**config.mk**
```make
export PLATFORM = sky130hd
export DESIGN_NAME = mult_div_unit
export DESIGN_NICKNAME = d
export VERILOG_FILES = /design/src/rtl/mult_div_unit.sv
export SDC_FILE = /design/constraint.sdc
export NUM_CORES = 1
export LEC_CHECK = 0
export ABC_AREA = 1
export ABC_CLOCK_PERIOD_IN_PS = 3900
export CELL_PAD_IN_SITES_DETAIL_PLACEMENT = 1
export CELL_PAD_IN_SITES_GLOBAL_PLACEMENT = 2
export CORE_ASPECT_RATIO = 0.7
export CORE_MARGIN = 2
export CORE_UTILIZATION = 38
export DETAILED_ROUTE_END_ITERATION = 7
export DONT_BUFFER_PORTS = 1
export HOLD_SLACK_MARGIN = 0.06
export MAX_ROUTING_LAYER = met4
export PLACE_DENSITY_LB_ADDON = 0.1
export SYNTH_ARGS = -nofsm -noshare
export SYNTH_HDL_FRONTEND = slang
export SYNTH_SLANG_ARGS = --single-unit
```
**constraint.sdc**
```tcl
create_clock -name clk -period 3.9 [get_ports clk]
set_input_delay 0.39 -clock clk [delete_from_list [all_inputs] [get_ports clk]]
set_output_delay 0.39 -clock clk [all_outputs]
set_load 0.005 [all_outputs]
```
**src/rtl/mult_div_unit.sv**
```systemverilog
// mult_div_unit: multi-cycle 32-bit multiply/divide unit with architectural HI/LO registers.
// One bit per clock over 32 iterations: shift-add multiply and restoring divide.
// The operation starts with a launch edge, runs 32 iterations, then takes one fix-up edge.
// Hi/Lo are written only on the fix-up edge, on a direct write, or on reset.
//
// Configuration macro: MDU_DIV_EN. When it is defined, the divider is built.
// When it is undefined, the divider is removed and a Start with op[1] = 1 is ignored.
//
// Ports:
//   clk      in   rising-edge clock
//   rst_n    in   asynchronous active-low reset
//   start    in   launch request, sampled only in IDLE
//   op       in   00 MULT, 01 MULTU, 10 DIV, 11 DIVU
//   a, b     in   multiplicand/dividend, multiplier/divisor
//   wr_hi    in   direct write of hi (IDLE only)
//   wr_lo    in   direct write of lo (IDLE only)
//   wr_data  in   data for wr_hi/wr_lo
//   busy     out  operation in flight (registered)
//   done     out  one-cycle pulse when hi/lo hold a new result (registered)
//   hi, lo   out  architectural HI/LO registers
module mult_div_unit (
  input  logic        clk,
  input  logic        rst_n,
  input  logic        start,
  input  logic [1:0]  op,
  input  logic [31:0] a,
  input  logic [31:0] b,
  input  logic        wr_hi,
  input  logic        wr_lo,
  input  logic [31:0] wr_data,
  output logic        busy,
  output logic        done,
  output logic [31:0] hi,
  output logic [31:0] lo
);

  typedef enum logic [1:0] {StIdle, StRun, StFix} state_e;

  state_e      state_q;
  logic [4:0]  cnt_q;
  logic [63:0] acc_q;   // multiply: {partial sum, multiplier}; divide: {remainder, quotient}
  logic [31:0] opnd_q;  // multiplicand or divisor magnitude
  logic        neg_q;   // negate product / quotient in FIX

  logic        is_signed;
  logic        launch;
  logic [31:0] a_abs;
  logic [31:0] b_abs;
  logic [32:0] mul_sum;
  logic [63:0] mul_next;
  logic [63:0] prod_fix;

  always_comb begin
    is_signed = ~op[0];
    a_abs     = (is_signed && a[31]) ? 32'd0 - a : a;
    b_abs     = (is_signed && b[31]) ? 32'd0 - b : b;
`ifdef MDU_DIV_EN
    launch    = start;
`else
    launch    = start & ~op[1];
`endif
    mul_sum   = {1'b0, acc_q[63:32]} + {1'b0, opnd_q};
    mul_next  = acc_q[0] ? {mul_sum, acc_q[31:1]} : {1'b0, acc_q[63:1]};
    prod_fix  = neg_q ? 64'd0 - acc_q : acc_q;
  end

`ifdef MDU_DIV_EN
  logic        div_q;
  logic        dz_q;      // divide by zero: acc preloaded with the final result, held in RUN
  logic        rem_neg_q;
  logic        b_zero;
  logic [32:0] div_shift;
  logic [32:0] div_diff;
  logic [63:0] div_next;
  logic [31:0] quo_fix;
  logic [31:0] rem_fix;

  always_comb begin
    b_zero    = (b == 32'd0);
    div_shift = {acc_q[63:32], acc_q[31]};
    // The remainder is less than the divisor, so a negative difference always shows in bit 32.
    div_diff  = div_shift - {1'b0, opnd_q};
    div_next  = div_diff[32] ? {div_shift[31:0], acc_q[30:0], 1'b0}
                             : {div_diff[31:0], acc_q[30:0], 1'b1};
    quo_fix   = neg_q ? 32'd0 - acc_q[31:0] : acc_q[31:0];
    rem_fix   = rem_neg_q ? 32'd0 - acc_q[63:32] : acc_q[63:32];
  end
`endif

  always_ff @(posedge clk or negedge rst_n) begin
    if (!rst_n) begin
      state_q   <= StIdle;
      cnt_q     <= 5'd0;
      acc_q     <= 64'd0;
      opnd_q    <= 32'd0;
      neg_q     <= 1'b0;
      busy      <= 1'b0;
      done      <= 1'b0;
      hi        <= 32'd0;
      lo        <= 32'd0;
`ifdef MDU_DIV_EN
      div_q     <= 1'b0;
      dz_q      <= 1'b0;
      rem_neg_q <= 1'b0;
`endif
    end else begin
      done <= 1'b0;
      unique case (state_q)
        StIdle: begin
          if (launch) begin
            state_q <= StRun;
            busy    <= 1'b1;
            cnt_q   <= 5'd0;
`ifdef MDU_DIV_EN
            div_q   <= op[1];
            if (op[1]) begin
              dz_q      <= b_zero;
              acc_q     <= b_zero ? {a, 32'hFFFF_FFFF} : {32'd0, a_abs};
              opnd_q    <= b_abs;
              neg_q     <= is_signed & (a[31] ^ b[31]) & ~b_zero;
              rem_neg_q <= is_signed & a[31] & ~b_zero;
            end else begin
              dz_q      <= 1'b0;
              acc_q     <= {32'd0, b_abs};
              opnd_q    <= a_abs;
              neg_q     <= is_signed & (a[31] ^ b[31]);
              rem_neg_q <= 1'b0;
            end
`else
            acc_q   <= {32'd0, b_abs};
            opnd_q  <= a_abs;
            neg_q   <= is_signed & (a[31] ^ b[31]);
`endif
          end else begin
            // Start takes priority; a write in the same cycle is discarded.
            if (wr_hi) hi <= wr_data;
            if (wr_lo) lo <= wr_data;
          end
        end
        StRun: begin
`ifdef MDU_DIV_EN
          if (!div_q)     acc_q <= mul_next;
          else if (!dz_q) acc_q <= div_next;
`else
          acc_q <= mul_next;
`endif
          cnt_q <= cnt_q + 5'd1;
          if (cnt_q == 5'd31) state_q <= StFix;
        end
        StFix: begin
`ifdef MDU_DIV_EN
          if (div_q) begin
            hi <= rem_fix;
            lo <= quo_fix;
          end else begin
            hi <= prod_fix[63:32];
            lo <= prod_fix[31:0];
          end
`else
          hi <= prod_fix[63:32];
          lo <= prod_fix[31:0];
`endif
          done    <= 1'b1;
          busy    <= 1'b0;
          state_q <= StIdle;
        end
        default: state_q <= StIdle;
      endcase
    end
  end

endmodule

```
==> reports/results.tsv <==
metric	value	unit
nFillCells	4640	
avgSynthCellArea	6.43	um2
worst_slew_pin_slew	907	ps
postCtsResizedCells	0	
synth_compound_area_share	16.7	%
drt_wl_total	57900	um
peakVddDrop	0.000318	V
io_pins	169	
end_kind	flip-flop	
arrival	3180	ps
timing_hold_violations_final	170	
hold_buffers	1	
hpwlAfterDp	46600	um
cts.sinks	170	
fin_crit_sh	73.4	%
grt-ovfl-total	0	
cp_max_fo	35	
start_kind	flip-flop	
drive_gt1_share	4.07	%
core_area	34700	um2
vias	14500	
drt_pass1_iterations	6	
utilization	41.5	%
die_h	161	um
synth_flop_cell	dfrtp_1	
dp.cells	2503	
synth_xor_area_share	2.41	%
grt_antenna_before_repair	0	
fin_area	14400	um2
drt_iter0_drc	1272	
cts_made_buffers	17	
finalSetupViolCount	0	
synth-seq-cells	170	
cts_tree	built	
cellLeakagePower	6.76	nW
violations	negative hold slack	
grt_pass1_wl	88400	um
start_util	38.7	%
clkLatencyLatePin	470	ps
placementRows	57	
synthAdderAreaFrac	3.60	%
nNetsFinal	2192	
layout_min_cycle_time	2860	ps
rsz0062_at_grt	false	
fin_total_pwr	13.0	mW
cts_buffer_depth	2	
yosys.area_share.simple	36.2	%
final_cells	2536	
layout_common_cells	nand2_1, nor2_1, inv_1	
cts-root-buf	clkbuf_16	
routabilityCongestion	0.945	
relSlewSlack	39.5	%
detail_route.wl_per_cell	22.9	um
grt_pass1_vias	14200	
fmax	0.349	GHz
grtUsageTotal	32.7	%
seq_area_frac_synth	31.7	%
synth_edf_count	0	
clk_transition_reported_paths	80	ps
yosysUniqueCellTypes	51	
synth_warnings	0	
final-max-slew-violation-count	0	
place_area	13800	um2
drc_errors	0	
cts_setup_buffers	0	
via_per_inst	5.71	
area_growth	7.20	%
port_buffers	0	
post-route-worst-setup-slack	1040	ps
pre_cts_ws	1130	ps
worstPathRequired	4210	ps
cap_violations	0	
critPathKind	reg2reg	
antenna_cells	0	
grt_max_degree	171	
final_common_cell	nand2_1	
finClkSkew	15.0	ps
cts_htree_levels	4	
fin_tns_setup	0	ps
synth_top_family_by_area	simple AND/OR/NAND/NOR gates	
syn_area	13400	um2
synth.area.mux_share	0	%
drtAntennaViolNets	0	
cellPowerDensity	904	nW/um2
dieArea	36900	um2
outcome	finished with violations	
whs	-365	ps
hp-class	in2async	
die_w	229	um
syn-num-nets	2231	
async_flop_share	100	%
netlist_instances	2090	
## Yosys cell counts (all sizes together) (16+ instances only)
cell type	instances	area share (%)
o221ai	16	1.0
o22ai	20	0.93
clkbuf	46	1.3
nand4	38	1.8
xor2	29	1.9
inv	253	7.1
a2bb2oi	32	2.1
ha	37	3.4
o21ai	129	5.0
or2	24	1.1
nor3	21	0.78
buf	25	1.0
dfrtp	170	32
a21boi	17	0.95
nand3	221	8.4
a21oi	124	4.6
nor2	262	7.6
nand2	567	16
## state kept, by name, summed over array words and instances, names as in the netlist
| signal | count |
|---|---|
| done | 1 |
| hi | 32 |
| cnt_q | 5 |
| acc_q | 64 |
| lo | 32 |
| opnd_q | 32 |
| busy | 1 |
| neg_q | 1 |
| state_q | 2 |
## layer usage
metal,track usage (%),vias to the layer above,part of all wire (%),wire length (um)
met5,-,-,0,0
met4,5.97,0,1.2,673
met3,10.3,57,9.7,5590
met2,41.6,469,38,21800
met1,49.7,7136,52,29900
li1,-,6807,-,-
## report_power, final
| group | leakage, nW | internal [mW] | switching, mW |
|---|---|---|---|
| logic | 4.48 | 2.36 | 4.97 |
| clock network | 0.279 | 0.854 | 0.880 |
| registers | 1.99 | 2.64 | 1.31 |
## cell type report
cell class	count	area, um2	area share, %
Clock buffer	17	425	2.95
Tap cell	472	591	4.10
Timing Repair Buffer	13	100	0.695
Multi-Input combinational cell	1596	7920	55.0
Clock inverter	15	156	1.09
Inverter	253	952	6.61
Sequential cell	170	4260	29.6
## path summary, 6_finish.rpt
path	slack, ps	startpoint	end	cells after the start
worst max register to register	1040	acc_q[0]$_DFFE_PN0P_	lo[24]$_DFFE_PN0P_	10
worst max-delay path	1040	acc_q[0]$_DFFE_PN0P_	lo[24]$_DFFE_PN0P_	10
max in group asynchronous	3870	rst_n	neg_q$_DFFE_PN0P_	0
worst min register to register	480	cnt_q[3]$_DFFE_PN0P_	cnt_q[3]$_DFFE_PN0P_	1
worst min-delay path	-360	rst_n	acc_q[54]$_DFFE_PN0P_	0
min in group clk	90	a[22]	opnd_q[22]$_DFFE_PN0P_	2
## logic make-up after synthesis
family / after synthesis
xor+xnor: 37
compound gates: 376
buf+inv: 324
simple gates: 1145
flops: 170
fa+ha+maj: 38
## critical path, stage by stage, from the launching register on
cell and delay [ps]:
dfrtp_1 360, buf_4 250, inv_4 410, ha_1 290
nand3_2 150, nor2_4 230, nand3_1 130, nand2_1 100
nand2_1 70, o21ai_0 560, a21boi_1 150
No activity file was read; power rests on OpenSTA's default activity.
==> edit 1, RTL diff (same settings) <==
Re-encode `state_e` (3 states) as one-hot, 3 bits wide.
--- a/src/rtl/mult_div_unit.sv
+++ b/src/rtl/mult_div_unit.sv
@@ -34,7 +34,7 @@
   output logic [31:0] lo
 );
 
-  typedef enum logic [1:0] {StIdle, StRun, StFix} state_e;
+  typedef enum logic [2:0] {StIdle = 3'b001, StRun = 3'b010, StFix = 3'b100} state_e;
 
   state_e      state_q;
   logic [4:0]  cnt_q;
Function: same outputs for any inputs over 4 cycles, from zero or initial values and one cycle with rst_n low; so few cycles prove little.
==> edit 1 against the original RTL <==
  * The run still ends with hold timing left
  * Worst setup slack got worse by 0.032 ns
  * Wire length increased by 1.7%
  * Die area increased by 1.4%
  * Sequential share of layout area decreased by 0.26 points
  * Sequential cell count increased by 1
  * Design area increased by 1.5%
  * Area after synthesis increased by 1.4%
  * Highest routed layer unchanged
Power is not compared: it rests on default switching activity, and its combinational part moved more than twofold at a synthesized area within 25%.
==> edit 1: results (changes against the original RTL) <==
status finished, violations left; failing checks hold timing; DRT Wirelength 59.0 mm (+1.7%); CP max stage cell inv_2; Worst R2R Setup Slack 1.01 ns (-0.03 ns); Vias/cell 5.63 (-1.3%); Synth top cells by count nand2_1 (733), inv_1 (294), nand3_1 (278); Final Wtd Congestion 0.926 (-2.0%); met1 Resource Use GR 51.4% (+1.7 points); top cells by area, synth dfrtp_1 (31%), nand2_1 (20%), nand3_1 (10%); reg2reg start state_q[0]; first-pass GRT wire length 90.2 mm (+2.0%); dpl cell area 14,000 µm² (+1.4%); met3 Use GR 6.13% (-4.2 points); post-synthesis sequential area ratio 31.4% (-0.25 points); GRT Total Usage 32.7% (about the same); max FFs per register 64 (unchanged); Yosys warning count 0 (unchanged); initial antenna violation count 0 (unchanged); DP HPWL 47.4 mm (+1.8%); VDD IR max 337 µV; Worst Hold Margin -0.372 ns (-0.00741 ns); CP arrival 3.28 ns (+0.10 ns); clock skew 0.0132 ns (-0.00182 ns); Hold Violations, Final 171 (+0.59%); critical path's largest stage delay 0.68 ns (+0.12 ns); pin count of the biggest net entering global routing 172 (+0.58%); RR Endpoint hi[1]; Max FO, Critical Path 47 (+34%); vias in the first global route 14,616 (+2.8%); Initial DRC Count 1,370 (+7.7%); Max-slew headroom 33.3% (-6.2 points); port bufs 0 (unchanged); Synth cell types 45 (-12%); proportion of layout cells with a drive suffix above 1 4.09% (+0.018 points); DRT Pass-1 Iters 5 (-1); Mapped Nets 2,344 (+5.1%); GR met2 Demand/Resource 43.5% (+1.9 points)
-- edit 1: cell count changes after synthesis, moves of 16 or more --
cell       unedited run  this run
nand3_1             219       278
nand2_1             563       733
nor2_1              253       207
a2bb2oi_1            31         0
a21oi_1             124        79
inv_1               245       294
nand4_1              37        14
o211ai_1              7        38
o21ai_0             122        93
a21boi_1             16         0
-- edit 1: per-layer routing --
layer / vias up / wire [µm]
met5: - / 0
met4: 0 / 571
met3: 35 / 4590
met2: 488 / 23200
met1: 7390 / 30600
li1: 7005 / -
-- edit 1: how the worst max path moves through the flow --
stage | startpoint | end
6_report | state_q[0] | hi[1]
5_1_grt | state_q[0] | hi[1]
4_1_cts | state_q[0] | hi[1]
3_5_place_dp | state_q[0] | hi[1]
3_3_place_gp | state_q[0] | hi[9]
2_1_floorplan | acc_q[0] | hi[26]
-- edit 1: cell families after synthesis --
group           count (synthesis)  synth area share [%]
flops                         171                  31.4
simple gates                 1304                  40.2
fa+ha+maj                      38                  3.55
xor+xnor                       26                  1.67
compound gates                287                  12.4
buf+inv                       377                  10.7
-- edit 1: worst max-delay path: cells and delay by family, from the launching register on --
family | cells | cell delay, ns
compound gates | 1 | 0.15
simple gates | 4 | 0.61
buf+inv | 5 | 1.44
flops | 1 | 0.58
-- edit 1: cell type report --
type / instances / area [µm²]
Clock buffer: 18 / 439
Clock inverter: 14 / 178
Fill cell: 4758 / 20400
Inverter: 306 / 1150
Multi-Input combinational cell: 1655 / 7880
Sequential cell: 171 / 4280
Tap cell: 472 / 591
Timing Repair Buffer: 13 / 97.6
-- edit 1: where the power goes --
part           switching, µW  internal (µW)  leakage (µW)  total [µW]
registers                681           2190       0.00215        2880
logic                   2320           1020       0.00495        3350
clock network            883            990      0.000290        1870
-- edit 1: per-stage QoR --
step	setup WS [ns]	power (µW)	hold WS [ns]	instances	utilization, %
global placement	1.21	6030	0.105	2617	40.0
finish	1.01	8100	-0.372	2649	41.7
CTS	1.04	8020	-0.380	2649	41.7
global route	0.829	8640	-0.381	2649	41.7
detailed placement	1.08	6130	0.108	2617	40.0
floorplan	1.62	4910	0.0944	2203	-
==> edit 2, RTL diff (same settings) <==
Without the edit above. Build with the macro `MDU_DIV_EN` defined.
--- a/src/rtl/mult_div_unit.sv
+++ b/src/rtl/mult_div_unit.sv
@@ -18,6 +18,8 @@
 //   busy     out  operation in flight (registered)
 //   done     out  one-cycle pulse when hi/lo hold a new result (registered)
 //   hi, lo   out  architectural HI/LO registers
+`define MDU_DIV_EN
+
 module mult_div_unit (
   input  logic        clk,
   input  logic        rst_n,
Formal check against the unedited RTL: not equivalent (Yosys sat finds a counterexample within 4 cycles, from zero or initial values and one cycle with rst_n low).
==> edit 2 against the original RTL <==
  * Global-route usage rose by 8.3 points
  * The run still ends with hold timing left
  * Sequential cell count rose by 3
  * Total power rose by 81%
  * Clock power barely moved
  * Wire length rose by 91%
  * Area after synthesis rose by 48%
  * Worst setup slack got worse by 0.56 ns
  * Count of clock-buffer cells in the layout rose by 4
  * Design area rose by 47%
==> edit 2: results (changes against the original RTL) <==
status finished, violations left; failing checks hold timing; top cells by area, synth nand2_1 (22%), dfrtp_1 (22%), inv_1 (9.1%); proportion of layout cells with a drive suffix above 1 5.91% (+1.8 points); Int Pwr 8520 µW (+46%); Mapped Nets 3,653 (+64%); first-pass GRT wire length 159 mm (+80%); # nets final 3,599 (+64%); fin crit period 3.43 ns (+0.563 ns); Worst Hold Margin -0.395 ns (-0.0301 ns); Met2 Wirelength 41.5 mm (+90%); Critical Path End acc_q[63]; Worst R2R Setup Slack 0.47 ns (-0.56 ns); xor/xnor cell area share of the yosys netlist 3.65% (+1.2 points); metal3 WL 13.4 mm (+140%); DP HPWL 91.1 mm (+95%); drt wl/cell 26.8 µm (+17%); Cells after Synth 3,478 (+66%); antenna cell count 4 (+4); r2r worst-path depth 19 (+9); combinational gate power 17,800 µW (+140%); Non-clk bufs 54 (+41); # clk buffers 21 (+4); DP Worst Slack 0.662 ns (-0.471 ns); cell count after placement 4,089 (+63%); Finished Cell Area 21,200 µm² (+47%); reg2reg start acc_q[33]; vias 24,172 (+67%); Hold Violations, Final 173 (+1.8%); pin count of the biggest net entering global routing 174 (+1.8%); Synth cell types 54 (+5.9%); vias in the first global route 22,908 (+61%); post-synthesis sequential area ratio 21.7% (-9.9 points); Synth top cells by count nand2_1 (1,160), inv_1 (484), nand3_1 (339); GRT Total Usage 41.1% (+8.3 points); initial antenna violation count 6 (+6)
## edit 2: cell types whose count changed in the layout (fill, tap and decap cells not counted), sizes merged, moves of 22 or more
cell   unedited run  this run
nand2           567      1176
xor2             29        71
nor2            262       337
inv             260       527
nand3           221       355
a22oi             1        36
nor3             21        43
buf              12        54
a21oi           124       244
ha               37        70
## edit 2: worst min path at each step
stage,to
floorplan,acc_q[0]
global placement,lo[10]
detailed placement,lo[11]
CTS,lo[19]
global route,lo[11]
finish,lo[11]
## edit 2: critical path, stage by stage, from the launching register on
cell     delay (ns)
dfrtp_1        0.58
ha_1           0.51
nand2_1        0.08
nand2_1        0.14
inv_1          0.06
nand2_1        0.26
nand2_1        0.09
nand2_1        0.38
nand2_1        0.10
nand2_1        0.24
nand2_1        0.18
nand2_1        0.10
nand2_1        0.05
nand2_1        0.16
nand2_1        0.09
nand2_1        0.08
nand2_1        0.05
nand2_1        0.08
nand2_1        0.05
nand2_1        0.07
